<file path="src/rtl/alu_cmd_sequencer_pkg.sv">
// Shared opcode encodings and sequencer FSM states for the 4-bit ALU slice.
// Imported by the sequencer, the ALU and the bench.
package alu_cmd_sequencer_pkg;

    localparam logic [2:0] OP_ADD  = 3'b000;
    localparam logic [2:0] OP_SUB  = 3'b001;
    localparam logic [2:0] OP_MUL  = 3'b010;
    localparam logic [2:0] OP_DIV  = 3'b011;
    localparam logic [2:0] OP_NAND = 3'b100;
    localparam logic [2:0] OP_NOT  = 3'b101;
    localparam logic [2:0] OP_CMP  = 3'b110;
    localparam logic [2:0] OP_AVG  = 3'b111;

    typedef enum logic [1:0] {
        ST_IDLE = 2'd0,
        ST_EXEC = 2'd1,
        ST_RESP = 2'd2
    } state_t;

    // Division by zero is the only case where the sequencer overrides the ALU.
    function automatic logic is_div0(input logic [2:0] opcode, input logic [3:0] b);
        return (opcode == OP_DIV) && (b == 4'd0);
    endfunction

endpackage

</file>
<file path="src/rtl/alu_cmd_sequencer_if.sv">
// Command and response valid/ready channels between a requester (master)
// and the ALU command sequencer (slave).
interface alu_cmd_sequencer_if #(
    parameter int TAG_W = 4
) ();

    logic             cmd_valid;
    logic             cmd_ready;
    logic [3:0]       cmd_a;
    logic [3:0]       cmd_b;
    logic [2:0]       cmd_opcode;
    logic [TAG_W-1:0] cmd_tag;

    logic             rsp_valid;
    logic             rsp_ready;
    logic [7:0]       rsp_result;
    logic             rsp_carry;
    logic             rsp_zero;
    logic             rsp_err;
    logic [TAG_W-1:0] rsp_tag;

    modport master (
        output cmd_valid, cmd_a, cmd_b, cmd_opcode, cmd_tag, rsp_ready,
        input  cmd_ready, rsp_valid, rsp_result, rsp_carry, rsp_zero, rsp_err, rsp_tag
    );

    modport slave (
        input  cmd_valid, cmd_a, cmd_b, cmd_opcode, cmd_tag, rsp_ready,
        output cmd_ready, rsp_valid, rsp_result, rsp_carry, rsp_zero, rsp_err, rsp_tag
    );

endinterface

</file>
<file path="src/rtl/alu_cmd_sequencer.sv">
// Issue/capture stage for the combinational 4-bit ALU: registers a command onto
// the ALU inputs, captures the settled result one cycle later, returns it.
module alu_cmd_sequencer
    import alu_cmd_sequencer_pkg::*;
#(
    parameter int         TAG_W       = 4,
    parameter int         CNT_W       = 8,
    parameter logic [7:0] DIV0_RESULT = 8'h00
) (
    input  logic              clk,
    input  logic              rst,
    alu_cmd_sequencer_if.slave bus,
    output logic [3:0]        alu_a,
    output logic [3:0]        alu_b,
    output logic [2:0]        alu_opcode,
    input  logic [7:0]        alu_result,
    input  logic              alu_carry,
    output logic [CNT_W-1:0]  op_count
);

    state_t           state;
    state_t           state_next;
    logic [TAG_W-1:0] tag_q;
    logic             cmd_fire;
    logic             rsp_fire;
    logic             div0;
    logic [7:0]       capt_result;

    always_ff @(posedge clk) begin
        if (rst) begin
            state <= ST_IDLE;
        end else begin
            state <= state_next;
        end
    end

    // In RESP a new command may be taken in the same cycle the response leaves.
    always_comb begin
        state_next    = state;
        bus.cmd_ready = 1'b0;
        case (state)
            ST_IDLE: begin
                bus.cmd_ready = 1'b1;
                if (bus.cmd_valid) begin
                    state_next = ST_EXEC;
                end
            end
            ST_EXEC: begin
                state_next = ST_RESP;
            end
            ST_RESP: begin
                bus.cmd_ready = bus.rsp_ready;
                if (bus.rsp_ready) begin
                    state_next = bus.cmd_valid ? ST_EXEC : ST_IDLE;
                end
            end
            default: begin
                state_next = ST_IDLE;
            end
        endcase
        if (rst) begin
            bus.cmd_ready = 1'b0;
        end
    end

    assign bus.rsp_valid = (state == ST_RESP);
    assign cmd_fire      = bus.cmd_valid & bus.cmd_ready;
    assign rsp_fire      = bus.rsp_valid & bus.rsp_ready;
    assign div0          = is_div0(alu_opcode, alu_b);
    assign capt_result   = div0 ? DIV0_RESULT : alu_result;

    // The alu_* registers only change on acceptance so the ALU sees stable
    // operands through EXEC and while idle.
    always_ff @(posedge clk) begin
        if (rst) begin
            alu_a          <= 4'd0;
            alu_b          <= 4'd0;
            alu_opcode     <= 3'd0;
            tag_q          <= '0;
            bus.rsp_result <= 8'h00;
            bus.rsp_carry  <= 1'b0;
            bus.rsp_zero   <= 1'b0;
            bus.rsp_err    <= 1'b0;
            bus.rsp_tag    <= '0;
            op_count       <= '0;
        end else begin
            if (cmd_fire) begin
                alu_a      <= bus.cmd_a;
                alu_b      <= bus.cmd_b;
                alu_opcode <= bus.cmd_opcode;
                tag_q      <= bus.cmd_tag;
            end
            if (state == ST_EXEC) begin
                bus.rsp_result <= capt_result;
                bus.rsp_carry  <= div0 ? 1'b0 : alu_carry;
                bus.rsp_zero   <= (capt_result == 8'h00);
                bus.rsp_err    <= div0;
                bus.rsp_tag    <= tag_q;
            end
            if (rsp_fire) begin
                op_count <= op_count + CNT_W'(1);
            end
        end
    end

endmodule

</file>
<file path="src/flat_wrapper.sv">
// flat-port wrapper written by rule: the top's interface ports become plain ports
module alu_cmd_sequencer_flat import alu_cmd_sequencer_pkg::*;
#(
    parameter int         TAG_W       = 4,
    parameter int         CNT_W       = 8,
    parameter logic [7:0] DIV0_RESULT = 8'h00
)
  (clk, rst, alu_a, alu_b, alu_opcode, alu_result, alu_carry, op_count, bus_cmd_valid, bus_cmd_a, bus_cmd_b, bus_cmd_opcode, bus_cmd_tag, bus_rsp_ready, bus_cmd_ready, bus_rsp_valid, bus_rsp_result, bus_rsp_carry, bus_rsp_zero, bus_rsp_err, bus_rsp_tag);
  alu_cmd_sequencer_if #(.TAG_W(TAG_W)) bus_i ();
  input  logic clk;
  input  logic rst;
  output logic [3:0] alu_a;
  output logic [3:0] alu_b;
  output logic [2:0] alu_opcode;
  input  logic [7:0] alu_result;
  input  logic alu_carry;
  output logic [CNT_W-1:0] op_count;
  input wire logic [$bits(bus_i.cmd_valid)-1:0] bus_cmd_valid;
  input wire logic [$bits(bus_i.cmd_a)-1:0] bus_cmd_a;
  input wire logic [$bits(bus_i.cmd_b)-1:0] bus_cmd_b;
  input wire logic [$bits(bus_i.cmd_opcode)-1:0] bus_cmd_opcode;
  input wire logic [$bits(bus_i.cmd_tag)-1:0] bus_cmd_tag;
  input wire logic [$bits(bus_i.rsp_ready)-1:0] bus_rsp_ready;
  output wire logic [$bits(bus_i.cmd_ready)-1:0] bus_cmd_ready;
  output wire logic [$bits(bus_i.rsp_valid)-1:0] bus_rsp_valid;
  output wire logic [$bits(bus_i.rsp_result)-1:0] bus_rsp_result;
  output wire logic [$bits(bus_i.rsp_carry)-1:0] bus_rsp_carry;
  output wire logic [$bits(bus_i.rsp_zero)-1:0] bus_rsp_zero;
  output wire logic [$bits(bus_i.rsp_err)-1:0] bus_rsp_err;
  output wire logic [$bits(bus_i.rsp_tag)-1:0] bus_rsp_tag;
  assign bus_i.cmd_valid = bus_cmd_valid;
  assign bus_i.cmd_a = bus_cmd_a;
  assign bus_i.cmd_b = bus_cmd_b;
  assign bus_i.cmd_opcode = bus_cmd_opcode;
  assign bus_i.cmd_tag = bus_cmd_tag;
  assign bus_i.rsp_ready = bus_rsp_ready;
  assign bus_cmd_ready = bus_i.cmd_ready;
  assign bus_rsp_valid = bus_i.rsp_valid;
  assign bus_rsp_result = bus_i.rsp_result;
  assign bus_rsp_carry = bus_i.rsp_carry;
  assign bus_rsp_zero = bus_i.rsp_zero;
  assign bus_rsp_err = bus_i.rsp_err;
  assign bus_rsp_tag = bus_i.rsp_tag;
  alu_cmd_sequencer #(.TAG_W(TAG_W), .CNT_W(CNT_W), .DIV0_RESULT(DIV0_RESULT)) u_core (.clk(clk), .rst(rst), .bus(bus_i), .alu_a(alu_a), .alu_b(alu_b), .alu_opcode(alu_opcode), .alu_result(alu_result), .alu_carry(alu_carry), .op_count(op_count));
endmodule
</file>
<file path="config.mk">
export PLATFORM = sky130hd
export DESIGN_NAME = alu_cmd_sequencer_flat
export DESIGN_NICKNAME = d
export VERILOG_FILES = /design/src/rtl/alu_cmd_sequencer_pkg.sv /design/src/rtl/alu_cmd_sequencer_if.sv /design/src/rtl/alu_cmd_sequencer.sv /design/src/flat_wrapper.sv
export SDC_FILE = /design/constraint.sdc
export NUM_CORES = 1
export LEC_CHECK = 0
export ABC_AREA = 0
export ABC_CLOCK_PERIOD_IN_PS = 1500
export CAP_MARGIN = 20
export CORE_MARGIN = 2
export CORE_UTILIZATION = 39
export CTS_CLUSTER_DIAMETER = 80
export DETAILED_ROUTE_END_ITERATION = 8
export GPL_TIMING_DRIVEN = 0
export PLACE_DENSITY = 0.75
export SLEW_MARGIN = 15
export SYNTH_ARGS = -nofsm -noshare
export SYNTH_HDL_FRONTEND = slang
export SYNTH_SLANG_ARGS = --single-unit
</file>
<file path="constraint.sdc">
create_clock -name clk -period 1.5 [get_ports clk]
set_clock_uncertainty 0.15 [all_clocks]
set_input_delay 0.3 -clock clk [delete_from_list [all_inputs] [get_ports clk]]
set_output_delay 0.3 -clock clk [all_outputs]
set_load 0.02 [all_outputs]
</file>
==> results of run 1 <==
-- routing by layer --
layer | GRT usage [%] | part of all wire, %
met5 | 0 | 0
met4 | 7.48 | 1.5
met3 | 6.64 | 7.0
met2 | 31.5 | 49
met1 | 26.2 | 42
-- per-stage QoR --
| step | setup TNS (ns) | hold slack, ns |
|---|---|---|
| 3_5_place_dp | -21.11 | 0.297 |
| 3_3_place_gp | -20.35 | 0.293 |
| 5_1_grt | -2.81 | 0.242 |
| 4_1_cts | -1.39 | 0.237 |
| 6_report | -1.77 | 0.218 |
| 2_1_floorplan | -0.531 | 0.282 |
-- layout by cell type, fill, tap and decap left out, drive strengths merged, types with 2 or more instances in the layout --
master,instances
o21ai,2
nor2b,4
dfxtp,40
o31ai,17
nand3b,2
clkbuf,21
nand4,16
or3,3
inv,3
clkdlybuf4s50,24
buf,25
or4,3
nand2b,2
clkdlybuf4s15,5
a21oi,34
nor2,8
nand2,20
or2,2
o211ai,9
dlygate4sd2,27
nor4,3
-- critical path: stages, from the launching register on --
cell and delay (ns):
sky130_fd_sc_hd__dfxtp_4 0.35, sky130_fd_sc_hd__or2_4 0.28, sky130_fd_sc_hd__clkbuf_16 0.16, sky130_fd_sc_hd__nor2_4 0.10, sky130_fd_sc_hd__buf_6 0.12
-- synth_stat cells (3+ instances only) --
cell type	n	area [um^2]
sky130_fd_sc_hd__buf_1	3	11.3
sky130_fd_sc_hd__nand4_1	16	100
sky130_fd_sc_hd__nor4_1	3	18.8
sky130_fd_sc_hd__a21oi_1	34	170
sky130_fd_sc_hd__nand2_1	20	75.1
sky130_fd_sc_hd__buf_2	4	20.0
sky130_fd_sc_hd__o211ai_1	9	67.6
sky130_fd_sc_hd__clkbuf_1	11	41.3
sky130_fd_sc_hd__nor2b_1	4	25.0
sky130_fd_sc_hd__nor2_1	8	30.0
sky130_fd_sc_hd__o31ai_1	17	128
sky130_fd_sc_hd__inv_1	3	11.3
sky130_fd_sc_hd__dfxtp_1	40	801
sky130_fd_sc_hd__or3_1	3	18.8
-- registers in the layout, indices dropped and copies added (netlist names) --
signal                 count
u_core.bus.rsp_tag         4
u_core.bus.rsp_err         1
u_core.bus.rsp_result      8
u_core.alu_a               4
u_core.alu_b               4
u_core.tag_q               4
u_core.bus.rsp_zero        1
u_core.alu_opcode          3
u_core.state               2
u_core.op_count            8
u_core.bus.rsp_carry       1
-- power groups by stage --
stage	Combinational [uW]	Clock, uW	Sequential [uW]
final	435	701	1120
after global routing	466	760	1130
after CTS	372	705	1120
after detailed placement	364	0	1150
after global placement	362	0	1150
after floorplan	151	0	1180
-- layout make-up --
| class | count | area, um^2 |
|---|---|---|
| fill | 339 | 1330 |
| timing repair buffer | 79 | 724 |
| sequential | 40 | 816 |
| buffer | 16 | 126 |
| inverter | 3 | 11.3 |
| tap | 50 | 62.6 |
| clock inverter | 1 | 5.00 |
| multi-input combinational | 135 | 935 |
| clock buffer | 7 | 76.3 |
-- final timing paths --
check	from	end	depth (start not counted)
min reg2reg	u_core.bus.rsp_result[7]	u_core.bus.rsp_result[7]	2
max	u_core.state[0]	bus_cmd_ready	4
max reg2reg	u_core.state[0]	u_core.op_count[7]	4
min	bus_cmd_valid	u_core.alu_opcode[1]	3
-- timing repair --
| action | 4_1_cts | 5_1_grt |
|---|---|---|
| buffers inserted | 5 | 11 |
| resized for setup | 67 | 54 |
| gates cloned | 1 | 0 |
| pin swaps | 11 | 16 |
| setup endpoints to repair | 70 | 40 |
-- kinds of logic (layout without fill, tap and decap cells) --
| kind of cell | Yosys count | in the layout | share of synthesized area (%) |
|---|---|---|---|
| buffers and inverters | 22 | 106 | 5.61 |
| adder cells (fa/ha/maj) | 1 | 1 | 0.738 |
| multiplexers | 2 | 2 | 1.25 |
| AND/OR/NAND/NOR | 66 | 66 | 20.8 |
| XOR/XNOR | 2 | 2 | 1.03 |
| flip-flops | 40 | 40 | 47.2 |
| AO/OA/AOI/OAI | 64 | 64 | 23.3 |
==> run_summary.xml, run 1 <==
<?xml version="1.0" encoding="UTF-8"?>
<metrics>
  <group name="outcome">
    <metric name="result_of_the_run" unit="">finished with violations</metric>
    <metric name="violations" unit="">negative setup slack</metric>
  </group>
  <group name="logic_synthesis">
    <metric name="ys_seq_area_share" unit="%">47.2</metric>
    <metric name="synth_seq_cells" unit="">40</metric>
    <metric name="synthArstFlopShare" unit="%">0</metric>
    <metric name="synth.cell_area" unit="mm^2">0.00170</metric>
    <metric name="synth_cell_types" unit="">32</metric>
    <metric name="synth.avg_cell_area" unit="um^2">8.61</metric>
    <metric name="synth-edff-count" unit="">0</metric>
    <metric name="dominantRegCellSynth" unit="">sky130_fd_sc_hd__dfxtp_1</metric>
    <metric name="synth.net_count" unit="">226</metric>
    <metric name="synth.yosys.warnings" unit="">0</metric>
    <metric name="syn_inst_count" unit="">197</metric>
  </group>
  <group name="cts">
    <metric name="hold_buffers" unit="">0</metric>
    <metric name="cts_num_sinks" unit="">40</metric>
    <metric name="tritoncts" unit="">done</metric>
    <metric name="cts_max_path_buffers" unit="">2</metric>
    <metric name="root_buffer_selected_by_cts" unit="">sky130_fd_sc_hd__clkbuf_8</metric>
    <metric name="worst_setup_hold_path_clk_slew" unit="ns">0.08</metric>
    <metric name="cts-buffers-inserted" unit="">5</metric>
    <metric name="insertion_delay" unit="ns">0.30</metric>
    <metric name="h-tree-depth" unit="">2</metric>
  </group>
  <group name="placement">
    <metric name="pre_cts_slack" unit="ns">-1.15</metric>
    <metric name="port_buffers" unit="">62</metric>
    <metric name="placed_cell_area" unit="mm^2">0.00239</metric>
    <metric name="place.detailed.hpwl" unit="mm">3.14</metric>
    <metric name="number_of_placed_instances_with_taps_included" unit="">309</metric>
    <metric name="routabilityCongestion" unit="">0.751</metric>
  </group>
  <group name="floorplan">
    <metric name="width_of_the_chip" unit="um">69.9</metric>
    <metric name="floorplan.io_pins" unit="">64</metric>
    <metric name="placeableCoreArea" unit="mm^2">0.00409</metric>
    <metric name="die_ht" unit="um">69.9</metric>
    <metric name="rows" unit="">23</metric>
    <metric name="floorplan.initialDensity" unit="%">41.5</metric>
    <metric name="floorplan.die_area" unit="mm^2">0.00489</metric>
  </group>
  <group name="critical_path">
    <metric name="cp_data_arrival_time" unit="ns">1.30</metric>
    <metric name="cp_data_required_time" unit="ns">1.05</metric>
    <metric name="timing_worst_setup_path_type" unit="">flip-flop to primary output</metric>
    <metric name="critPathLaunchType" unit="">flip-flop</metric>
    <metric name="timing.reg2reg.setup_slack" unit="ns">-0.17</metric>
    <metric name="worstSetupEndpointType" unit="">primary output</metric>
    <metric name="worstPathMaxFanout" unit="">6</metric>
  </group>
  <group name="cells_and_area">
    <metric name="final_net_count" unit="">309</metric>
    <metric name="fin_cells" unit="">331</metric>
    <metric name="post_route_cells_drive_above_1_share" unit="%">24.9</metric>
    <metric name="finish.utilization" unit="%">67.5</metric>
    <metric name="syn_to_final_growth" unit="%">62.6</metric>
    <metric name="diodes" unit="">0</metric>
    <metric name="final_area" unit="mm^2">0.00276</metric>
  </group>
  <group name="drt">
    <metric name="wl_per_cell" unit="um">15.5</metric>
    <metric name="route.detailed.drc" unit="">0</metric>
    <metric name="via_count" unit="">1815</metric>
    <metric name="detailed_router_iteration_count_before_antenna_repair" unit="">4</metric>
    <metric name="final_antenna_net_count" unit="">0</metric>
    <metric name="detailedRoute.firstIterationViolations" unit="">99</metric>
    <metric name="route.final.wire_length" unit="mm">5.13</metric>
    <metric name="route.detailed.vias_per_inst" unit="">5.48</metric>
  </group>
  <group name="grt">
    <metric name="global_route_usage_over_all_layers" unit="%">20.3</metric>
    <metric name="largest_net_degree_at_the_start_of_global_routing" unit="">13</metric>
    <metric name="gr-total-overflow" unit="">0</metric>
    <metric name="grt_pass1_vias" unit="">1677</metric>
    <metric name="grt_antenna_before_repair" unit="">0</metric>
    <metric name="grt_pass1_wl" unit="mm">7.90</metric>
  </group>
  <group name="sta">
    <metric name="grt_setup_unrepaired" unit="">true</metric>
    <metric name="report.final.hold_viol_count" unit="">0</metric>
    <metric name="max_clock_freq" unit="MHz">572</metric>
    <metric name="worst-slew-pin-transition" unit="ns">0.572</metric>
    <metric name="setup-violations-final" unit="">20</metric>
    <metric name="fin_crit_sh" unit="%">116</metric>
    <metric name="timing.slew.headroom" unit="%">61.8</metric>
    <metric name="slew_violations" unit="">0</metric>
    <metric name="setup_ws" unit="ns">-0.247</metric>
    <metric name="finalCriticalPeriod" unit="ns">1.75</metric>
  </group>
  <group name="pwr">
    <metric name="pwr-share-comb" unit="%">19.3</metric>
    <metric name="total_power" unit="uW">2260</metric>
    <metric name="switchingPower" unit="uW">616</metric>
    <metric name="sequentialPowerShare" unit="%">49.7</metric>
    <metric name="power.share.switching" unit="%">27.3</metric>
    <metric name="power.clock.fraction" unit="%">31.0</metric>
    <metric name="standby_leakage_power" unit="uW">0.00110</metric>
    <metric name="worst_ir_drop_vdd" unit="mV">0.492</metric>
    <metric name="cell_internal_pwr" unit="uW">1640</metric>
    <metric name="power-per-cell-area" unit="mW/mm^2">819</metric>
  </group>
  <group name="hold_path">
    <metric name="min_path_type" unit="">input port to flip-flop</metric>
  </group>
  <group name="job">
    <metric name="maxCapViolations" unit="">0</metric>
  </group>
</metrics>
No activity file was read; power rests on OpenSTA's default activity.
==> run 2, diff against run 1 <==
--- a/config.mk
+++ b/config.mk
@@ -18,3 +18,4 @@
 export SYNTH_ARGS = -nofsm -noshare
 export SYNTH_HDL_FRONTEND = slang
 export SYNTH_SLANG_ARGS = --single-unit
+export TNS_END_PERCENT = 50
==> run 2 against run 1 <==
  * The flow still finishes with violations (negative setup slack)
  * Setup slack better by 0.048 ns
  * First-iteration DRC count is 28% higher
  * Core utilization is 2.2 points lower
  * Final area is 3.3% lower
  * Clock power is 5.1% higher
  * Sequential power hardly changed
  * Critical path depth stayed put
  * Clock-buffer cell count is 1 lower
  * Maximum frequency is 2.8% higher
  * Via count is 1.3% lower
  * Critical path type unchanged
  * Largest power group unchanged
==> run_summary.xml, run 2 (same netlist as run 1, synthesis figures left out) <==
<?xml version="1.0" encoding="UTF-8"?>
<metrics>
  <group name="cts">
    <metric name="worst_setup_hold_path_clk_slew" unit="ns">0.07</metric>
    <metric name="root_buffer_selected_by_cts" unit="">sky130_fd_sc_hd__clkbuf_8</metric>
    <metric name="hold_buffers" unit="">0</metric>
    <metric name="cts-buffers-inserted" unit="">5</metric>
    <metric name="h-tree-depth" unit="">2</metric>
    <metric name="insertion_delay" unit="ns">0.30</metric>
    <metric name="tritoncts" unit="">done</metric>
    <metric name="cts_num_sinks" unit="">40</metric>
    <metric name="cts_max_path_buffers" unit="">2</metric>
  </group>
  <group name="outcome">
    <metric name="result_of_the_run" unit="">finished with violations</metric>
    <metric name="violations" unit="">negative setup slack</metric>
  </group>
  <group name="sta">
    <metric name="worst-slew-pin-transition" unit="ns">0.506</metric>
    <metric name="timing.slew.headroom" unit="%">66.3</metric>
    <metric name="setup_ws" unit="ns">-0.199</metric>
    <metric name="final.hold.worst_slack" unit="ns">0.243</metric>
    <metric name="report.final.hold_viol_count" unit="">0</metric>
    <metric name="setup_tns" unit="ns">-1.55</metric>
    <metric name="fin_crit_sh" unit="%">113</metric>
    <metric name="setup-violations-final" unit="">17</metric>
    <metric name="max_clock_freq" unit="MHz">589</metric>
    <metric name="finalCriticalPeriod" unit="ns">1.70</metric>
    <metric name="grt_setup_unrepaired" unit="">true</metric>
    <metric name="slew_violations" unit="">0</metric>
  </group>
  <group name="drt">
    <metric name="via_count" unit="">1791</metric>
    <metric name="detailedRoute.firstIterationViolations" unit="">127</metric>
    <metric name="route.detailed.drc" unit="">0</metric>
    <metric name="route.detailed.vias_per_inst" unit="">5.44</metric>
    <metric name="detailed_router_iteration_count_before_antenna_repair" unit="">4</metric>
    <metric name="final_antenna_net_count" unit="">0</metric>
    <metric name="route.final.wire_length" unit="mm">5.02</metric>
    <metric name="wl_per_cell" unit="um">15.3</metric>
  </group>
  <group name="cells_and_area">
    <metric name="final_cell_mix" unit="">sky130_fd_sc_hd__a21oi_1, sky130_fd_sc_hd__dfxtp_1, sky130_fd_sc_hd__dlygate4sd2_1, sky130_fd_sc_hd__clkdlybuf4s50_1, sky130_fd_sc_hd__nand2_1</metric>
    <metric name="layout_top_registers" unit="">u_core.bus.rsp_result: 8 flops, u_core.op_count: 8 flops</metric>
    <metric name="final_net_count" unit="">307</metric>
    <metric name="finish.utilization" unit="%">65.2</metric>
    <metric name="final_area" unit="mm^2">0.00267</metric>
    <metric name="diodes" unit="">0</metric>
    <metric name="post_route_cells_drive_above_1_share" unit="%">22.6</metric>
    <metric name="syn_to_final_growth" unit="%">57.3</metric>
  </group>
  <group name="critical_path">
    <metric name="timing_worst_setup_path_type" unit="">flip-flop to primary output</metric>
    <metric name="crit-reg2reg-launch" unit="">u_core.alu_b[3]</metric>
    <metric name="worstSetupEndpointType" unit="">primary output</metric>
    <metric name="worstPathMaxFanout" unit="">5</metric>
    <metric name="crit-reg2reg-capture" unit="">u_core.bus.rsp_zero</metric>
    <metric name="timing.reg2reg.setup_slack" unit="ns">-0.16</metric>
    <metric name="cp_data_required_time" unit="ns">1.05</metric>
    <metric name="cp_data_arrival_time" unit="ns">1.25</metric>
    <metric name="reg2reg_depth" unit="">4</metric>
    <metric name="critPathLaunchType" unit="">flip-flop</metric>
  </group>
  <group name="floorplan">
    <metric name="floorplan.initialDensity" unit="%">41.5</metric>
    <metric name="width_of_the_chip" unit="um">69.9</metric>
    <metric name="floorplan.io_pins" unit="">64</metric>
    <metric name="rows" unit="">23</metric>
    <metric name="floorplan.die_area" unit="mm^2">0.00489</metric>
    <metric name="die_ht" unit="um">69.9</metric>
    <metric name="placeableCoreArea" unit="mm^2">0.00409</metric>
  </group>
  <group name="grt">
    <metric name="global_route_usage_over_all_layers" unit="%">19.8</metric>
    <metric name="gr-total-overflow" unit="">0</metric>
    <metric name="grt_pass1_wl" unit="mm">7.71</metric>
    <metric name="grt_pass1_vias" unit="">1685</metric>
    <metric name="grt_antenna_before_repair" unit="">0</metric>
    <metric name="largest_net_degree_at_the_start_of_global_routing" unit="">13</metric>
  </group>
  <group name="hold_path">
    <metric name="destination_of_the_worst_hold_path" unit="">u_core.alu_b[2]</metric>
    <metric name="min_path_type" unit="">input port to flip-flop</metric>
    <metric name="instance_count_along_the_most_critical_hold_path" unit="">3</metric>
    <metric name="origin_of_the_worst_min_delay_path" unit="">bus_cmd_valid</metric>
  </group>
  <group name="placement">
    <metric name="routabilityCongestion" unit="">0.782</metric>
    <metric name="placed_cell_area" unit="mm^2">0.00239</metric>
    <metric name="place.detailed.hpwl" unit="mm">3.26</metric>
    <metric name="port_buffers" unit="">62</metric>
  </group>
  <group name="job">
    <metric name="maxCapViolations" unit="">0</metric>
  </group>
  <group name="pwr">
    <metric name="worst_ir_drop_vdd" unit="mV">0.611</metric>
    <metric name="power-per-cell-area" unit="mW/mm^2">854</metric>
    <metric name="standby_leakage_power" unit="uW">0.00107</metric>
  </group>
</metrics>
[run 2: area by class of cell]
class | count | area, um^2
flip-flops and latches | 40 | 817
plain buffers | 15 | 105
clock buffers | 6 | 82.6
well taps | 50 | 62.6
inverters | 3 | 11.3
clock inverters | 2 | 10.0
fillers | 359 | 1420
repair buffers | 78 | 711
multi-input cells | 135 | 867
[run 2: power breakdown]
group | internal (uW) | total, uW | switching, uW
Combinational | 202 | 418 | 216
Sequential | 1100 | 1120 | 23.5
Clock | 367 | 737 | 370
[run 2: timing repair]
action                     4_1_cts  5_1_grt
resized for setup               70       37
gates cloned                     1        0
pin swaps                       14       11
setup endpoints to repair       71       45
setup buffers                    4       12
[run 2: per-stage QoR]
| step | setup WS [ns] | std cells | power (uW) |
|---|---|---|---|
| detailed placement | -1.23 | 309 | 1510 |
| global placement | -1.22 | 309 | 1510 |
| finish | -0.199 | 329 | 2280 |
| floorplan | -0.110 | 197 | 1330 |
| global route | -0.239 | 329 | 2380 |
| CTS | -0.251 | 320 | 2240 |
[run 2: worst max-delay path by stage]
stage	slack (ns)	cells past startpoint	start	end
after floorplan	-0.11	4	u_core.alu_opcode[2]	u_core.bus.rsp_zero
after global placement	-1.22	6	rst	bus_cmd_ready
after detailed placement	-1.23	6	rst	bus_cmd_ready
after CTS	-0.25	5	u_core.state[1]	bus_cmd_ready
after global routing	-0.24	4	u_core.state[0]	bus_cmd_ready
final	-0.20	4	u_core.state[0]	bus_cmd_ready
[run 2: per-layer routing]
metal | up-vias | track usage [%] | wire length, um
met1 | 826 | 25.6 | 2300
met3 | 10 | 4.47 | 315
li1 | 888 | - | -
met2 | 67 | 30.9 | 2300
met4 | 0 | 9.62 | 108
met5 | - | 0 | 0
[run 2: worst max-delay path, cell delays in order, from the launching register on]
cell and delay (ns):
sky130_fd_sc_hd__dfxtp_4 0.35, sky130_fd_sc_hd__or2_4 0.28, sky130_fd_sc_hd__buf_8 0.14, sky130_fd_sc_hd__nor2_4 0.07, sky130_fd_sc_hd__buf_6 0.11
==> run 3, diff against run 2 <==
--- a/config.mk
+++ b/config.mk
@@ -12,8 +12,9 @@
 export CORE_UTILIZATION = 39
 export CTS_CLUSTER_DIAMETER = 80
 export DETAILED_ROUTE_END_ITERATION = 8
+export GPL_ROUTABILITY_DRIVEN = 0
 export GPL_TIMING_DRIVEN = 0
-export PLACE_DENSITY = 0.75
+export PLACE_DENSITY_LB_ADDON = 0.08
 export SLEW_MARGIN = 15
 export SYNTH_ARGS = -nofsm -noshare
 export SYNTH_HDL_FRONTEND = slang
==> run 3 against run 2 <==
  * The flow still finishes with violations (negative setup slack)
  * Combinational power is 6.7% lower
  * Routed wire length decreased by 3.3%
  * Clock-buffer cell count fell by 1
  * Sequential power is essentially flat
  * Critical path type unchanged
  * Largest power group unchanged
  * Highest routed layer unchanged
==> run_summary.xml, run 3 (same netlist as run 1, synthesis figures left out) <==
<?xml version="1.0" encoding="UTF-8"?>
<metrics>
  <group name="cells_and_area">
    <metric name="final_net_count" unit="">308</metric>
    <metric name="layout_top_registers" unit="">u_core.bus.rsp_result: 8 flops, u_core.op_count: 8 flops</metric>
    <metric name="layout_commonest_cell" unit="">sky130_fd_sc_hd__dfxtp_1</metric>
    <metric name="post_route_cells_drive_above_1_share" unit="%">20.7</metric>
    <metric name="finish.utilization" unit="%">65.1</metric>
    <metric name="final_cell_mix" unit="">sky130_fd_sc_hd__dfxtp_1, sky130_fd_sc_hd__a21oi_1, sky130_fd_sc_hd__dlygate4sd2_1, sky130_fd_sc_hd__clkdlybuf4s50_1, sky130_fd_sc_hd__nand2_1</metric>
    <metric name="diodes" unit="">0</metric>
    <metric name="fin_cells" unit="">330</metric>
    <metric name="syn_to_final_growth" unit="%">56.8</metric>
  </group>
  <group name="pwr">
    <metric name="power-per-cell-area" unit="mW/mm^2">905</metric>
    <metric name="standby_leakage_power" unit="uW">0.00107</metric>
    <metric name="worst_ir_drop_vdd" unit="mV">0.510</metric>
  </group>
  <group name="sta">
    <metric name="grt_setup_unrepaired" unit="">true</metric>
    <metric name="worst-slew-pin-transition" unit="ns">0.523</metric>
    <metric name="setup_ws" unit="ns">-0.211</metric>
    <metric name="timing.slew.headroom" unit="%">65.1</metric>
    <metric name="report.final.hold_viol_count" unit="">0</metric>
    <metric name="slew_violations" unit="">0</metric>
    <metric name="fin_crit_sh" unit="%">114</metric>
    <metric name="setup-violations-final" unit="">17</metric>
    <metric name="max_clock_freq" unit="MHz">584</metric>
    <metric name="finalCriticalPeriod" unit="ns">1.71</metric>
  </group>
  <group name="drt">
    <metric name="via_count" unit="">1767</metric>
    <metric name="final_antenna_net_count" unit="">0</metric>
    <metric name="detailed_router_iteration_count_before_antenna_repair" unit="">4</metric>
    <metric name="detailedRoute.firstIterationViolations" unit="">84</metric>
    <metric name="route.final.wire_length" unit="mm">4.86</metric>
    <metric name="route.detailed.drc" unit="">0</metric>
    <metric name="wl_per_cell" unit="um">14.7</metric>
    <metric name="route.detailed.vias_per_inst" unit="">5.35</metric>
  </group>
  <group name="grt">
    <metric name="largest_net_degree_at_the_start_of_global_routing" unit="">14</metric>
    <metric name="grt_pass1_vias" unit="">1600</metric>
    <metric name="global_route_usage_over_all_layers" unit="%">20.1</metric>
    <metric name="grt_antenna_before_repair" unit="">0</metric>
    <metric name="grtUsageMet2" unit="%">31.5</metric>
    <metric name="gr-usage-met1" unit="%">27.0</metric>
    <metric name="grt_pass1_wl" unit="mm">7.96</metric>
    <metric name="grt_use_met3" unit="%">5.77</metric>
    <metric name="busiest_layer" unit="">met2</metric>
    <metric name="gr-total-overflow" unit="">0</metric>
  </group>
  <group name="floorplan">
    <metric name="floorplan.die_area" unit="mm^2">0.00489</metric>
    <metric name="rows" unit="">23</metric>
    <metric name="die_ht" unit="um">69.9</metric>
    <metric name="width_of_the_chip" unit="um">69.9</metric>
    <metric name="floorplan.initialDensity" unit="%">41.5</metric>
    <metric name="floorplan.io_pins" unit="">64</metric>
    <metric name="placeableCoreArea" unit="mm^2">0.00409</metric>
  </group>
  <group name="critical_path">
    <metric name="cp_data_arrival_time" unit="ns">1.26</metric>
    <metric name="worstSetupEndpointType" unit="">primary output</metric>
    <metric name="critical_path.cell_chain" unit="">nor2b_1 &gt; buf_4 &gt; buf_8 &gt; nor2_4 &gt; buf_6</metric>
    <metric name="worstPathMaxFanout" unit="">8</metric>
    <metric name="timing_worst_setup_path_type" unit="">flip-flop to primary output</metric>
    <metric name="worst_path_largest_cell_delay" unit="ns">0.36</metric>
    <metric name="crit_slowest_cell" unit="">sky130_fd_sc_hd__dfxtp_4</metric>
    <metric name="cp_data_required_time" unit="ns">1.05</metric>
    <metric name="critPathLaunchType" unit="">flip-flop</metric>
  </group>
  <group name="placement">
    <metric name="port_buffers" unit="">62</metric>
    <metric name="pre_cts_slack" unit="ns">-1.20</metric>
    <metric name="number_of_placed_instances_with_taps_included" unit="">309</metric>
    <metric name="place.detailed.hpwl" unit="mm">3.20</metric>
  </group>
  <group name="outcome">
    <metric name="violations" unit="">negative setup slack</metric>
    <metric name="result_of_the_run" unit="">finished with violations</metric>
  </group>
  <group name="cts">
    <metric name="h-tree-depth" unit="">2</metric>
    <metric name="cts_num_sinks" unit="">40</metric>
    <metric name="tritoncts" unit="">done</metric>
    <metric name="root_buffer_selected_by_cts" unit="">sky130_fd_sc_hd__clkbuf_8</metric>
    <metric name="hold_buffers" unit="">0</metric>
    <metric name="insertion_delay" unit="ns">0.30</metric>
    <metric name="worst_setup_hold_path_clk_slew" unit="ns">0.08</metric>
    <metric name="cts-buffers-inserted" unit="">5</metric>
    <metric name="cts_max_path_buffers" unit="">2</metric>
  </group>
  <group name="job">
    <metric name="maxCapViolations" unit="">0</metric>
  </group>
  <group name="hold_path">
    <metric name="min_path_type" unit="">input port to flip-flop</metric>
  </group>
</metrics>
run 3: cell count changes in the layout (fill, tap and decap cells not counted), moves of 2 or more:
cell | previous run | this run
sky130_fd_sc_hd__o31ai_2 | 6 | 0
sky130_fd_sc_hd__o31ai_1 | 11 | 16
sky130_fd_sc_hd__buf_6 | 7 | 3
sky130_fd_sc_hd__buf_4 | 13 | 16
sky130_fd_sc_hd__clkbuf_1 | 4 | 7
sky130_fd_sc_hd__dfxtp_2 | 4 | 2
run 3: through the flow:
| step | cell area [um^2] | TNS (ns) | total power (uW) | hold WS, ns |
|---|---|---|---|---|
| global route | 2660 | -3.23 | 2510 | 0.241 |
| CTS | 2530 | -1.23 | 2390 | 0.227 |
| detailed placement | 2390 | -21.65 | 1520 | 0.296 |
| finish | 2660 | -1.43 | 2410 | 0.226 |
| global placement | 2390 | -21.46 | 1510 | 0.294 |
| floorplan | 1710 | -1.04 | 1330 | 0.282 |
run 3: what timing repair did:
item	4_1_cts	5_1_grt
gates cloned	1	0
endpoints found under the hold margin	0	0
resized for setup	69	26
pin swaps	16	12
setup endpoints to repair	71	39
buffers inserted	4	10
run 3: critical path: cells and delay by family, from the launching register on:
| kind | cells | cell delay, ns |
|---|---|---|
| AND/OR/NAND/NOR | 2 | 0.22 |
| flip-flops | 1 | 0.36 |
| buffers and inverters | 3 | 0.38 |
run 3: area by class of cell:
class,count,area (um^2)
Tap cell,50,62.6
Fill cell,379,1430
Sequential cell,40,818
Multi-Input combinational cell,135,861
Timing Repair Buffer,77,687
Clock buffer,5,68.8
Inverter,3,11.3
Clock inverter,3,42.5
Buffer,17,108
run 3: layer usage:
metal | part of all wire (%) | up-vias
li1 | - | 887
met2 | 47 | 45
met3 | 5.6 | 6
met5 | 0 | -
met1 | 47 | 829
met4 | 1.2 | 0
run 3: worst paths after layout:
check	startpoint	to	slack, ns	cells past startpoint
min reg2reg	u_core.bus.rsp_tag[0]	u_core.bus.rsp_tag[0]	0.30	2
min	bus_cmd_valid	u_core.alu_opcode[1]	0.23	3
max	u_core.state[1]	bus_cmd_ready	-0.21	5
max reg2reg	u_core.alu_b[3]	u_core.bus.rsp_zero	-0.18	4
run 3: where the power goes:
part	leakage (uW)	internal [uW]	switching, uW
clock network	0.0000541	493	402
registers	0.000329	1100	25.3
logic	0.000683	189	201
